<file path="src/rtl/localization_pkg.sv">
// Shared types and constants for the localization path.
//   direction_t   : packed {y, x} direction vector, each axis signed 7.9 fixed point
//   VEC_FRAC_BITS : number of fractional bits on each axis
package localization_pkg;

  localparam int VEC_FRAC_BITS = 9;

  typedef struct packed {
    logic signed [15:0] y;
    logic signed [15:0] x;
  } direction_t;

endpackage

</file>
<file path="src/rtl/direction_accumulator_dir_narrow.sv">
// dir_narrow: reduces one accumulated axis sum to a 16-bit signed value.
// The sum is arithmetically shifted right by OUT_SHIFT, then reduced to 16 bits.
// Build option DIR_ACC_SATURATE_EN: when defined, the shifted value clamps to
// [-32768, 32767]; when undefined, the low 16 bits are kept (two's-complement wrap).
// Ports:
//   sum_in  : ACC_W-bit signed axis sum
//   val_out : 16-bit narrowed axis value
module dir_narrow #(
  parameter int ACC_W     = 28,
  parameter int OUT_SHIFT = 4
) (
  input  logic signed [ACC_W-1:0] sum_in,
  output logic        [15:0]      val_out
);

  logic signed [ACC_W-1:0] shifted;

  assign shifted = sum_in >>> OUT_SHIFT;

`ifdef DIR_ACC_SATURATE_EN
  localparam logic signed [ACC_W-1:0] MAX_V = ACC_W'(32767);
  localparam logic signed [ACC_W-1:0] MIN_V = ACC_W'(-32768);

  always_comb begin
    val_out = 16'(shifted);
    if (shifted > MAX_V) begin
      val_out = 16'h7FFF;
    end else if (shifted < MIN_V) begin
      val_out = 16'h8000;
    end
  end
`else
  assign val_out = 16'(shifted);
`endif

endmodule

</file>
<file path="src/rtl/direction_accumulator.sv">
// direction_accumulator: sums per-bin direction vectors over the bin window
// [LOW_BIN, HIGH_BIN] of each frame and emits one frame-level direction vector.
// Build option DIR_ACC_SATURATE_EN selects saturating narrowing (see dir_narrow).
// Ports:
//   clk_in        : system clock
//   rst_in        : asynchronous active-high reset
//   vector_in     : {y, x} per-bin vector, signed 7.9 each
//   valid_in      : vector_in valid (no backpressure upstream)
//   last_in       : final bin of the frame, qualified by valid_in
//   direction_out : {y, x} frame result
//   count_out     : number of bins summed into direction_out
//   valid_out     : result available
//   ready_in      : downstream accepts the result
//   overrun_out   : one-cycle pulse when an unconsumed result is overwritten
//
// Output handshake: a result transfers on every cycle where valid_out && ready_in.
// valid_out and direction_out/count_out hold until that transfer. A new result
// loading while a held result is not being transferred replaces it and pulses
// overrun_out; a new result loading on a transfer cycle is a clean hand-off.
module direction_accumulator
  import localization_pkg::*;
#(
  parameter int BIN_W     = 10,
  parameter int LOW_BIN   = 4,
  parameter int HIGH_BIN  = 64,
  parameter int ACC_W     = 28,
  parameter int OUT_SHIFT = 4
) (
  input  logic             clk_in,
  input  logic             rst_in,
  input  logic [31:0]      vector_in,
  input  logic             valid_in,
  input  logic             last_in,
  output logic [31:0]      direction_out,
  output logic [BIN_W:0]   count_out,
  output logic             valid_out,
  input  logic             ready_in,
  output logic             overrun_out
);

  if (ACC_W < 16 + BIN_W) begin : g_acc_w_check
    $error("direction_accumulator: ACC_W must be >= 16+BIN_W");
  end
  if (LOW_BIN > HIGH_BIN || HIGH_BIN >= (1 << BIN_W)) begin : g_window_check
    $error("direction_accumulator: need LOW_BIN <= HIGH_BIN < 2**BIN_W");
  end

  localparam logic [BIN_W-1:0] LOW_B   = BIN_W'(LOW_BIN);
  localparam logic [BIN_W-1:0] HIGH_B  = BIN_W'(HIGH_BIN);
  localparam logic [BIN_W-1:0] BIN_MAX = '1;

  direction_t              vin;
  logic signed [ACC_W-1:0] acc_x, acc_y;
  logic signed [ACC_W-1:0] ext_x, ext_y;
  logic signed [ACC_W-1:0] sum_x, sum_y;
  logic [BIN_W-1:0]        bin_cnt;
  logic [BIN_W:0]          sum_cnt, sum_cnt_nxt;
  logic                    in_win;
  logic [15:0]             nar_x, nar_y;
  logic [31:0]             dir_q;

  assign vin    = vector_in;
  assign in_win = (bin_cnt >= LOW_B) && (bin_cnt <= HIGH_B);
  assign ext_x  = {{(ACC_W-16){vin.x[15]}}, vin.x};
  assign ext_y  = {{(ACC_W-16){vin.y[15]}}, vin.y};

  // Running sums including the current beat; the closing beat's contribution
  // goes straight into the narrowed result without passing through acc_*.
  assign sum_x       = acc_x + (in_win ? ext_x : '0);
  assign sum_y       = acc_y + (in_win ? ext_y : '0);
  assign sum_cnt_nxt = sum_cnt + {{BIN_W{1'b0}}, in_win};

  dir_narrow #(.ACC_W(ACC_W), .OUT_SHIFT(OUT_SHIFT)) u_narrow_x (
    .sum_in  (sum_x),
    .val_out (nar_x)
  );

  dir_narrow #(.ACC_W(ACC_W), .OUT_SHIFT(OUT_SHIFT)) u_narrow_y (
    .sum_in  (sum_y),
    .val_out (nar_y)
  );

  always_ff @(posedge clk_in or posedge rst_in) begin
    if (rst_in) begin
      acc_x       <= '0;
      acc_y       <= '0;
      bin_cnt     <= '0;
      sum_cnt     <= '0;
      dir_q       <= '0;
      count_out   <= '0;
      valid_out   <= 1'b0;
      overrun_out <= 1'b0;
    end else begin
      overrun_out <= 1'b0;
      if (valid_out && ready_in) begin
        valid_out <= 1'b0;
      end
      if (valid_in) begin
        if (last_in) begin
          // Frame close: publish the result and start the next frame at bin 0.
          acc_x       <= '0;
          acc_y       <= '0;
          bin_cnt     <= '0;
          sum_cnt     <= '0;
          dir_q       <= {nar_y, nar_x};
          count_out   <= sum_cnt_nxt;
          valid_out   <= 1'b1;
          overrun_out <= valid_out && !ready_in;
        end else begin
          acc_x   <= sum_x;
          acc_y   <= sum_y;
          sum_cnt <= sum_cnt_nxt;
          if (bin_cnt != BIN_MAX) begin
            bin_cnt <= bin_cnt + 1'b1;
          end
        end
      end
    end
  end

  assign direction_out = dir_q;

endmodule

</file>
<file path="config.mk">
export PLATFORM = sky130hd
export DESIGN_NAME = direction_accumulator
export DESIGN_NICKNAME = d
export VERILOG_FILES = /design/src/rtl/localization_pkg.sv /design/src/rtl/direction_accumulator_dir_narrow.sv /design/src/rtl/direction_accumulator.sv
export SDC_FILE = /design/constraint.sdc
export NUM_CORES = 1
export LEC_CHECK = 0
export ABC_AREA = 1
export BUFFER_PORTS_ARGS = -buffer_cell sky130_fd_sc_hd__buf_4
export CELL_PAD_IN_SITES_DETAIL_PLACEMENT = 1
export CELL_PAD_IN_SITES_GLOBAL_PLACEMENT = 2
export CORE_MARGIN = 2
export CORE_UTILIZATION = 34
export DETAILED_ROUTE_END_ITERATION = 12
export PLACE_DENSITY_LB_ADDON = 0.1
export SYNTH_ARGS = -nofsm -noshare
export SYNTH_HDL_FRONTEND = slang
export SYNTH_SLANG_ARGS = --single-unit
</file>
<file path="constraint.sdc">
create_clock -name clk_in -period 5 [get_ports clk_in]
set_input_delay 1 -clock clk_in [delete_from_list [all_inputs] [get_ports clk_in]]
set_output_delay 1 -clock clk_in [all_outputs]
set_load 0.05 [all_outputs]
</file>
==> results.md <==
* Post-synth top area share at 39.1%
* Routed WL at 20,000 um
* Cells after Synth at 941
* Initial antenna violation count at 0
* EDFF count, synth at 0
* Most used cell, CP: nand2_1
* Kind of start point of the critical path: register
* H-tree depth at 3
* # fillers at 2,509
* Setup Crit Path Kind: reg2reg
* Gr usage total at 19.6%
* CTS Sinks at 106
* Crit-path cells: inv_1, ha_1, inv_1, nor2_1, nand3_1, nand2_1, nand2_1, nor2_1, ha_1, inv_1, fa_1, inv_1, nand2_1, o21ai_1, nand2_1, nand2_1, nand3_1, nand2_1, nand2_1, nand3_1, nand2_1
* Die area at 21,100 sq um
* Die Ht at 145 um
* Post-Place Cell Area at 7660 sq um
* Buffers plus inverters on the worst setup path at 4
* Placer Congestion at 0.826
* Synthesized cell area at 6780 sq um
* Max Freq at 0.265 GHz
* Wire length of the first global-routing pass at 33,600 um
* Net count after synthesis at 1,022
* RSZ-0062 raised after global routing: false
* GR Overflow Total at 0
* CTS max path bufs at 2
* Final instance area at 7950 sq um
* Slew Limit Headroom at 23.6%
* Post-synth ARST share at 100%
* Number of global-route vias before repair at 6,528
* PortBufs at 81
* Worst-path clk slew at 0.08 ns
* IO Pins at 82
* Top delay family on crit path: simple AND/OR/NAND/NOR gates
* PnR worst setup slack at 1.22 ns
* CORE AREA at 19,500 sq um
* Largest net degree at the start of global routing at 73
* # setup viols final at 0
* Initial Util at 34.7%
* Cell at the slowest stage of the critical path: nand2_1
* Clk root buf: clkbuf_16
* Synth area leader: dfrtp_1
* Final Slew Violations at 0
* CTS tree: yes
* Fraction of layout cells with a size suffix above 1 at 12.7%
* Cell row count at 51
* Critical path data required time at 5.25 ns
* Outcome: complete, no violations
* Worst Max-Slew Pin Slew at 1.15 ns
* WL per Instance at 15.6 um
* Post-cts hold buffer count at 0
* Antenna Cells at 0
* Sum Neg Setup Slack at 0 ns
* Dpl ws at 1.16 ns
* Initial drt markers at 286
* Total iterations of the first detailed-routing run at 4
* Static leakage at 4.34 nW
* Worst Hold Class: reg2reg
* DRT antenna net count at 0
* Worst Path Max Fanout at 19
* Synth Flop Type: dfrtp_1
* Worst endpoint data arrival time at 4.02 ns
* Syn Area/Cell at 7.20 sq um
* Clock skew at 0.00770 ns
* Final period demand of the worst path at 3.78 ns
* Max stage delay on crit path at 0.53 ns
* PostCTS Resize Cnt at 0
* Vias per inst at 4.81
* Yosys warns at 0
* Total CTS buffers at 9
* Post-detail-place hpwl at 14,700 um
* Peak VDD IR at 0.152 mV
* Setup Buffers After CTS at 0
* Design Power at 2.33 mW
* Die Wd at 145 um
* Worst-Skew Late Latency at 0.36 ns
* Seq/Total Area, Yosys at 39.1%
* Syn-to-layout area delta at 17.3%
* Ranking of synthesized cells by area: dfrtp_1, nand2_1, ha_1, nand3_1, inv_1
* Max Cap Viol at 0
* PwrDens at 293 nW/um^2
* Remaining DRCs at 0
* Yosys cell types at 39
* Final hold vios at 0
* Vias at 6,189
* Final nets at 1,097
* Worst Setup End Kind: register
* Period utilization at 75.6%
* Post-synthesis register bit count at 106
## cell type report
type | instances | area [sq um] | share of cell area (%)
Sequential cell | 106 | 2650 | 33.3
Clock inverter | 7 | 70.1 | 0.881
Inverter | 115 | 434 | 5.46
Clock buffer | 9 | 225 | 2.83
Tap cell | 265 | 332 | 4.17
Multi-Input combinational cell | 697 | 3590 | 45.1
Timing Repair Buffer | 87 | 653 | 8.21
## power breakdown
part	switching, mW	total (mW)	internal (mW)
logic	0.418	0.601	0.182
clock network	0.384	0.740	0.356
registers	0.0525	0.988	0.936
total	0.855	2.33	1.47
## tightest hold or removal path: stages, from the launching register on
cell	delay (ns)
dfrtp_1	0.35
nand2_1	0.05
o21ai_0	0.05
## sequential cells by signal (all words and copies together) (netlist names)
register,count
acc_y,20
valid_out,1
sum_cnt,11
count_out,11
overrun_out,1
bin_cnt,10
acc_x,20
direction_out,32
## path summary, 6_finish.rpt
check	start	endpoint	slack [ns]	cells after the start
max	bin_cnt[0]$_DFFE_PP0P_	direction_out[24]$_DFFE_PP0P_	1.22	21
min	count_out[8]$_DFFE_PP0P_	count_out[8]$_DFFE_PP0P_	0.49	2
max reg2reg	bin_cnt[0]$_DFFE_PP0P_	direction_out[24]$_DFFE_PP0P_	1.22	21
min reg2reg	count_out[8]$_DFFE_PP0P_	count_out[8]$_DFFE_PP0P_	0.49	2
max in group asynchronous	rst_in	acc_y[16]$_DFFE_PP0P_	3.32	3
min in group asynchronous	rst_in	count_out[1]$_DFFE_PP0P_	0.75	2
## stage by stage
| step | std cells | util (%) | hold slack, ns |
|---|---|---|---|
| 2_1_floorplan | 941 | - | 0.456 |
| 3_3_place_gp | 1270 | 39.2 | 0.465 |
| 3_5_place_dp | 1270 | 39.2 | 0.468 |
| 4_1_cts | 1286 | 40.7 | 0.495 |
| 5_1_grt | 1286 | 40.7 | 0.512 |
| 6_report | 1286 | 40.7 | 0.487 |
## metal layers
layer | up-vias | part of all wire, % | global-route usage, %
met5 | - | 0 | 0
met2 | 60 | 44 | 31.5
met4 | 0 | 0.82 | 3.82
met1 | 2947 | 53 | 28.3
li1 | 3172 | - | -
met3 | 10 | 2.2 | 2.89
## cells in the mapped netlist, types with 3 or more instances
cell        n
buf_2       4
nor3_1      4
clkbuf_1   16
ha_1       42
nand3_2     3
nand3b_1    8
a21oi_2     3
o21ai_1     8
nor2_2      4
nor2_1     75
a21oi_1    37
dfrtp_1   106
o22ai_1     8
nand3_1    96
inv_2       4
a21o_1      4
nand4_1    10
nand2_1   301
or2_1       4
inv_1     111
xor2_1     10
o21ai_0    47
and2_1      3
xnor2_1     6
nand2_2     4
nor4_1      4
## logic make-up after synthesis
kind of cell               after synthesis  synth area share (%)
DFF                                    106                  39.1
buffers and inverters                  138                  7.99
and+or+nand+nor                        525                  33.5
AOI/OAI and AO/OA                      112                  8.93
adders and majority gates               44                  8.34
xor gates and xnor gates                16                  2.07
## layout by cell type, fill, tap and decap left out, types with 3 or more instances in the layout
cell type  count
nand2_1      300
inv_1        110
dfrtp_1      106
nand3_1       96
buf_4         87
nor2_1        75
o21ai_0       47
ha_1          42
a21oi_1       37
nand4_1       10
xor2_1        10
clkbuf_16      9
o21ai_1        8
o22ai_1        8
nand3b_1       8
xnor2_1        6
nand2_2        5
nor4_1         4
inv_2          4
nor3_1         4
nor2_2         4
a21o_1         4
or2_1          4
inv_8          4
and2_1         3
nand3_2        3
a21oi_2        3
(Power assumes the default switching activity.)
